**config.mk**
```make
export PLATFORM = sky130hd
export DESIGN_NAME = alu_issue_ctrl
export DESIGN_NICKNAME = d
export VERILOG_FILES = /design/src/rtl/alu_pkg.sv /design/src/rtl/muldiv_core.sv /design/src/rtl/alu_issue_ctrl.sv
export SDC_FILE = /design/constraint.sdc
export NUM_CORES = 1
export LEC_CHECK = 0
export BUFFER_PORTS_ARGS = -buffer_cell sky130_fd_sc_hd__buf_2
export CORE_MARGIN = 1
export CORE_UTILIZATION = 25
export DETAILED_ROUTE_END_ITERATION = 16
export HOLD_SLACK_MARGIN = 0.05
export SLEW_MARGIN = 20
export SYNTH_ARGS = -nofsm -noshare
export SYNTH_HDL_FRONTEND = slang
export SYNTH_SLANG_ARGS = --single-unit
```
**constraint.sdc**
```tcl
create_clock -name clk -period 3.7 [get_ports clk]
set_input_delay 0.555 -clock clk [delete_from_list [all_inputs] [get_ports clk]]
set_output_delay 0.555 -clock clk [all_outputs]
set_load 0.1 [all_outputs]
```
**src/rtl/alu_pkg.sv**
```systemverilog
// Shared constants, FSM state type and helpers for the execute-stage ALU
// controller and its iterative multiply/divide engine.
package alu_pkg;

  localparam int ALU_WIDTH = 16;

  localparam logic [3:0] FUNCT_MUL = 4'h1;
  localparam logic [3:0] FUNCT_DIV = 4'h2;

  typedef enum logic [1:0] {
    IDLE = 2'd0,
    ITER = 2'd1,
    FIX  = 2'd2
  } state_t;

  // Unsigned magnitude of a two's-complement value. -32768 maps to 16'h8000,
  // which is the correct unsigned magnitude.
  function automatic logic [ALU_WIDTH-1:0] mag(input logic [ALU_WIDTH-1:0] x);
    return x[ALU_WIDTH-1] ? (~x + 1'b1) : x;
  endfunction

endpackage

```
**src/rtl/muldiv_core.sv**
```systemverilog
// Iterative unsigned multiply / restoring divide engine with sign fixup.
// Ports:
//   clk, rst       clock, synchronous active-high reset
//   clear          abort: drop all partial state
//   start          latch operands and begin 16 iterations
//   op_div         1 = divide, 0 = multiply (sampled on start)
//   a, b           signed operands (sampled on start)
//   last_step      high during the cycle that performs iteration 15
//   lo, hi         sign-corrected product low/high or quotient/remainder
module muldiv_core
  import alu_pkg::*;
(
  input  logic                 clk,
  input  logic                 rst,
  input  logic                 clear,
  input  logic                 start,
  input  logic                 op_div,
  input  logic [ALU_WIDTH-1:0] a,
  input  logic [ALU_WIDTH-1:0] b,
  output logic                 last_step,
  output logic [ALU_WIDTH-1:0] lo,
  output logic [ALU_WIDTH-1:0] hi
);

  // acc[31:16] = partial product high / remainder,
  // acc[15:0]  = multiplier bits / dividend-then-quotient bits.
  logic [31:0] acc, acc_step, prod;
  logic [15:0] dvs, rem_new;
  logic [3:0]  count;
  logic        running, is_div, neg_lo, neg_hi, div0, ge;
  logic [16:0] mul_sum;

  always_comb begin
    mul_sum = {1'b0, acc[31:16]} + (acc[0] ? {1'b0, dvs} : 17'd0);
    // The remainder is always below the divisor (<= 16'h8000), so acc[31]
    // stays clear and the shifted remainder fits in 16 bits.
    ge      = (acc[31:15] >= {1'b0, dvs});
    rem_new = ge ? (acc[30:15] - dvs) : acc[30:15];
    if (is_div) acc_step = {rem_new, acc[14:0], ge};
    else        acc_step = {mul_sum, acc[15:1]};
  end

  always_comb begin
    prod = neg_lo ? (~acc + 32'd1) : acc;
    if (is_div) begin
      // Divide by zero leaves the dividend magnitude as remainder, so the
      // sign-corrected remainder is the original dividend.
      lo = div0   ? 16'hFFFF : (neg_lo ? (~acc[15:0] + 16'd1) : acc[15:0]);
      hi = neg_hi ? (~acc[31:16] + 16'd1) : acc[31:16];
    end else begin
      lo = prod[15:0];
      hi = prod[31:16];
    end
  end

  assign last_step = running && (count == 4'd15);

  always_ff @(posedge clk) begin
    if (rst || clear) begin
      acc     <= '0;
      dvs     <= '0;
      count   <= '0;
      running <= 1'b0;
      is_div  <= 1'b0;
      neg_lo  <= 1'b0;
      neg_hi  <= 1'b0;
      div0    <= 1'b0;
    end else if (start) begin
      acc     <= {16'd0, mag(a)};
      dvs     <= mag(b);
      count   <= '0;
      running <= 1'b1;
      is_div  <= op_div;
      neg_lo  <= a[15] ^ b[15];
      // Remainder follows the dividend's sign.
      neg_hi  <= op_div ? a[15] : (a[15] ^ b[15]);
      div0    <= op_div && (b == '0);
    end else if (running) begin
      acc   <= acc_step;
      count <= count + 4'd1;
      if (count == 4'd15) running <= 1'b0;
    end
  end

endmodule

```
**src/rtl/alu_issue_ctrl.sv**
```systemverilog
// Execute-stage controller: issues single-cycle ops to the external ALU and
// sequences multi-cycle signed multiply/divide through muldiv_core.
// Ports:
//   clk, rst, flush                  clock, sync active-high reset, abort
//   in_valid/in_ready, in_funct,
//   in_a, in_b, in_tag               decode-side handshake and operands
//   alu_funct, alu_a, alu_b,
//   alu_result, alu_branch           combinational ALU interface
//   out_valid/out_ready, out_result,
//   out_r0, out_r0_we, out_branch,
//   out_tag                          writeback-side handshake and results
//   busy                             controller not in IDLE
//
// state | meaning
// IDLE  | accepting ops; single-cycle ops complete here
// ITER  | 16 multiply/divide iterations in progress
// FIX   | sign correction, result loaded into output register
module alu_issue_ctrl
  import alu_pkg::*;
#(
  parameter int WIDTH = ALU_WIDTH,
  parameter int TAGW  = 4
) (
  input  logic             clk,
  input  logic             rst,
  input  logic             flush,
  input  logic             in_valid,
  output logic             in_ready,
  input  logic [3:0]       in_funct,
  input  logic [WIDTH-1:0] in_a,
  input  logic [WIDTH-1:0] in_b,
  input  logic [TAGW-1:0]  in_tag,
  output logic [3:0]       alu_funct,
  output logic [WIDTH-1:0] alu_a,
  output logic [WIDTH-1:0] alu_b,
  input  logic [WIDTH-1:0] alu_result,
  input  logic             alu_branch,
  output logic             out_valid,
  input  logic             out_ready,
  output logic [WIDTH-1:0] out_result,
  output logic [WIDTH-1:0] out_r0,
  output logic             out_r0_we,
  output logic             out_branch,
  output logic [TAGW-1:0]  out_tag,
  output logic             busy
);

  state_t          state, state_next;
  logic            is_md, accept, start, last_step;
  logic [WIDTH-1:0] md_lo, md_hi;
  logic [TAGW-1:0] tag_q;

  assign is_md    = (in_funct == FUNCT_MUL) || (in_funct == FUNCT_DIV);
  assign in_ready = (state == IDLE) && (!out_valid || out_ready) && !flush;
  assign accept   = in_valid && in_ready;
  assign start    = accept && is_md;
  assign busy     = (state != IDLE);

  muldiv_core u_muldiv (
    .clk       (clk),
    .rst       (rst),
    .clear     (flush),
    .start     (start),
    .op_div    (in_funct == FUNCT_DIV),
    .a         (in_a),
    .b         (in_b),
    .last_step (last_step),
    .lo        (md_lo),
    .hi        (md_hi)
  );

  always_comb begin
    state_next = state;
    alu_funct  = 4'h0;
    alu_a      = '0;
    alu_b      = '0;
    case (state)
      IDLE: begin
        alu_funct = in_funct;
        alu_a     = in_a;
        alu_b     = in_b;
        if (start) state_next = ITER;
      end
      ITER:    if (last_step) state_next = FIX;
      FIX:     state_next = IDLE;
      default: state_next = IDLE;
    endcase
    if (flush) state_next = IDLE;
  end

  always_ff @(posedge clk) begin
    if (rst) state <= IDLE;
    else     state <= state_next;
  end

  always_ff @(posedge clk) begin
    if (rst)        tag_q <= '0;
    else if (start) tag_q <= in_tag;
  end

  always_ff @(posedge clk) begin
    if (rst || flush) begin
      out_valid  <= 1'b0;
      out_result <= '0;
      out_r0     <= '0;
      out_r0_we  <= 1'b0;
      out_branch <= 1'b0;
      out_tag    <= '0;
    end else if (accept && !is_md) begin
      out_valid  <= 1'b1;
      out_result <= alu_result;
      out_r0     <= '0;
      out_r0_we  <= 1'b0;
      out_branch <= alu_branch;
      out_tag    <= in_tag;
    end else if (state == FIX) begin
      out_valid  <= 1'b1;
      out_result <= md_lo;
      out_r0     <= md_hi;
      out_r0_we  <= 1'b1;
      out_branch <= 1'b0;
      out_tag    <= tag_q;
    end else if (out_valid && out_ready) begin
      out_valid  <= 1'b0;
      out_result <= '0;
      out_r0     <= '0;
      out_r0_we  <= 1'b0;
      out_branch <= 1'b0;
      out_tag    <= '0;
    end
  end

endmodule

```
==> reports/qor.yml <==
synth-async-reset-ratio: 0
ff_latch_area_um2: 2040
critPathArrivalTime_ns: 3.17
critPathMaxFanout: 7
start_util: 0.254
setup_viol_count_final: 0
worst_pin_slew_ns: 0.781
maxCapViolCount: 0
synthesis.nets: 1086
ff2ff_setup_slack_ns: 0.79
yosysSeqAreaShare: 0.272
clock_skew_ns: 0.0116
rsz0062_at_grt: "false"
overflow: 0
antenna_found_initial: 0
dieArea_um2: 30800
ys.flop_type: "dfxtp_1"
firstDrtPassIters: 7
clockBufferDepth: 2
synth-simple-area-share: 0.236
final_area_um2: 8910
critPathLaunchType: "flop"
synth_fa_ha_area_frac: 0.0669
slew_headroom: 0.473
status: "complete, no violations"
yosys_register_bits: 102
p_leak_uw: 0.00358
holdBufCountCts: 0
drive_above_1_share: 0.172
required_ns: 3.96
fin_crit_ns: 2.91
core_area_um2: 29600
post-dp-hpwl_um: 18400
yosysTopAreaCellShare: 0.272
drtAntennaViolNets: 0
multi_input_area_um2: 5120
drt-wirelength-per-cell_um: 15.9
reg2reg_depth: 10
grt_pass1_vias: 6855
fin_util: 0.301
ys_warn_count: 0
yosys-top-cells-area: "dfxtp_1 (27%), ha_1 (6.2%), xnor2_1 (5.2%)"
drt_iter0_drc: 500
nFillCells: 3233
finalCritPeriodShare: 0.788
routed_wl_um: 23600
die_w_um: 175
synth_common_cells: "dfxtp_1 (102), nor2_1 (101), nand2_1 (94)"
cts_root_buffer: "clkbuf_16"
cts-buffers-inserted: 9
pwr_density_cell_nw_per_um2: 298
r2r_start: "u_muldiv.acc[0]"
via_per_inst: 5.10
rows: 63
ctsResizeCount: 0
min_to: "tag_q[1]"
synth-compound-area-share: 0.249
synth.most_common_cell: "dfxtp_1"
synth_top_family_by_area: "compound AO/OA/AOI/OAI gates"
clk_pin_slew_ns: 0.09
nets: 1190
place_area_um2: 8590
worst_setup_path_end_kind: "flop"
fp.dieH_um: 175
cts_setup_buffers: 0
r2r_end: "u_muldiv.acc[29]"
synth_cells: 985
grt_start_max_net_pins: 62
synth_area_um2: 7520
final-hold-violation-count: 0
place.gp.congestion: 0.878
slew_violations: 0
clock.fmax_mhz: 343
min_path_type: "input port to flop"
antenna_cells: 0
route.detailed.drc: 0
power.total_uw: 2650
grt_pass1_wl_um: 37500
setup_tns_ns: 0
vias: 7571
synthXorXnorAreaFrac: 0.0990
synth_edf_count: 0
synthMuxAreaShare: 0.0279
setup_slack_ns: 0.786
htree_num_levels: 3
clock_latency_ns: 0.37
io_pins: 139
syn_avg_cell_area_um2: 7.64
critPathKind: "flop to flop"
ys_types: 71
vdd_drop_max_v: 0.000218
io_buffers: 138
hold_depth: 2
cts_tree: "done"
clock-sinks: 102
area_growth_pct: 18.4
post-place-ws_ns: 0.818
synthDominantAreaCellType: "dfxtp_1"
grt_use_total: 0.153
hold_start: "rst"
==> critical path, cell delays in order (launching register included) <==
cell and delay, ns:
dfxtp_1 0.37, and2_1 0.18, ha_1 0.21, fa_1 0.43, a211oi_1 0.24, o21bai_1 0.12, a21oi_1 0.33, o21ai_0 0.27
a31oi_1 0.26, xnor2_1 0.08, a221o_1 0.31
==> cell families after synthesis <==
| group | Yosys count |
|---|---|
| AND/OR/NAND/NOR | 360 |
| AO/OA/AOI/OAI | 284 |
| multiplexers | 21 |
| flip-flops | 102 |
| adder cells (fa/ha/maj) | 39 |
| XOR/XNOR | 85 |
| buffers and inverters | 94 |
==> cell usage in the layout (no fill, tap or decap), types with 24 or more instances in the layout <==
cell type / count
a211oi_1: 47
nor2_1: 101
nand3_1: 33
and2_1: 39
a21oi_1: 59
nand2_1: 94
o21ai_0: 63
ha_1: 37
dfxtp_1: 102
buf_2: 138
xor2_1: 40
inv_1: 30
xnor2_1: 45
a31oi_1: 24
==> cell type report <==
class / instances / area share
Inverter: 31 / 0.0131
Clock buffer: 9 / 0.0253
Timing Repair Buffer: 156 / 0.0927
Multi-Input combinational cell: 789 / 0.575
Clock inverter: 7 / 0.0103
Sequential cell: 102 / 0.229
Tap cell: 390 / 0.0548
==> per-layer routing <==
metal,vias up,GRT usage,part of all wire
met5,-,0,0
met4,0,0.0402,0.014
met3,21,0.0234,0.054
met2,231,0.234,0.43
met1,3552,0.220,0.50
li1,3767,-,-
==> registers in the layout, indices dropped and copies added (netlist names), 2 cells and up <==
signal          flops
out_r0             16
out_result         16
out_tag             4
state               2
tag_q               4
u_muldiv.acc       32
u_muldiv.count      4
u_muldiv.dvs       16
==> where the power goes <==
group | internal, uW | leakage [uW] | switching [uW]
logic | 135 | 0.00261 | 405
clock network | 485 | 0.000151 | 508
registers | 1110 | 0.000823 | 10.0
==> through the flow <==
step | hold WS, ns | std cells
after floorplan | 0.431 | 985
after global placement | 0.442 | 1468
after detailed placement | 0.449 | 1468
after CTS | 0.396 | 1484
after global routing | 0.394 | 1484
final | 0.410 | 1484
==> how the worst max path moves through the flow <==
stage	from	to	slack [ns]	cells after the start
floorplan	state[1]	out_result[10]	0.46	8
global placement	u_muldiv.acc[0]	u_muldiv.acc[29]	0.83	11
detailed placement	u_muldiv.acc[0]	u_muldiv.acc[29]	0.82	10
CTS	u_muldiv.acc[0]	u_muldiv.acc[29]	0.81	10
global route	u_muldiv.acc[0]	u_muldiv.acc[29]	0.55	11
finish	u_muldiv.acc[0]	u_muldiv.acc[29]	0.79	10
(Power assumes the default switching activity.)
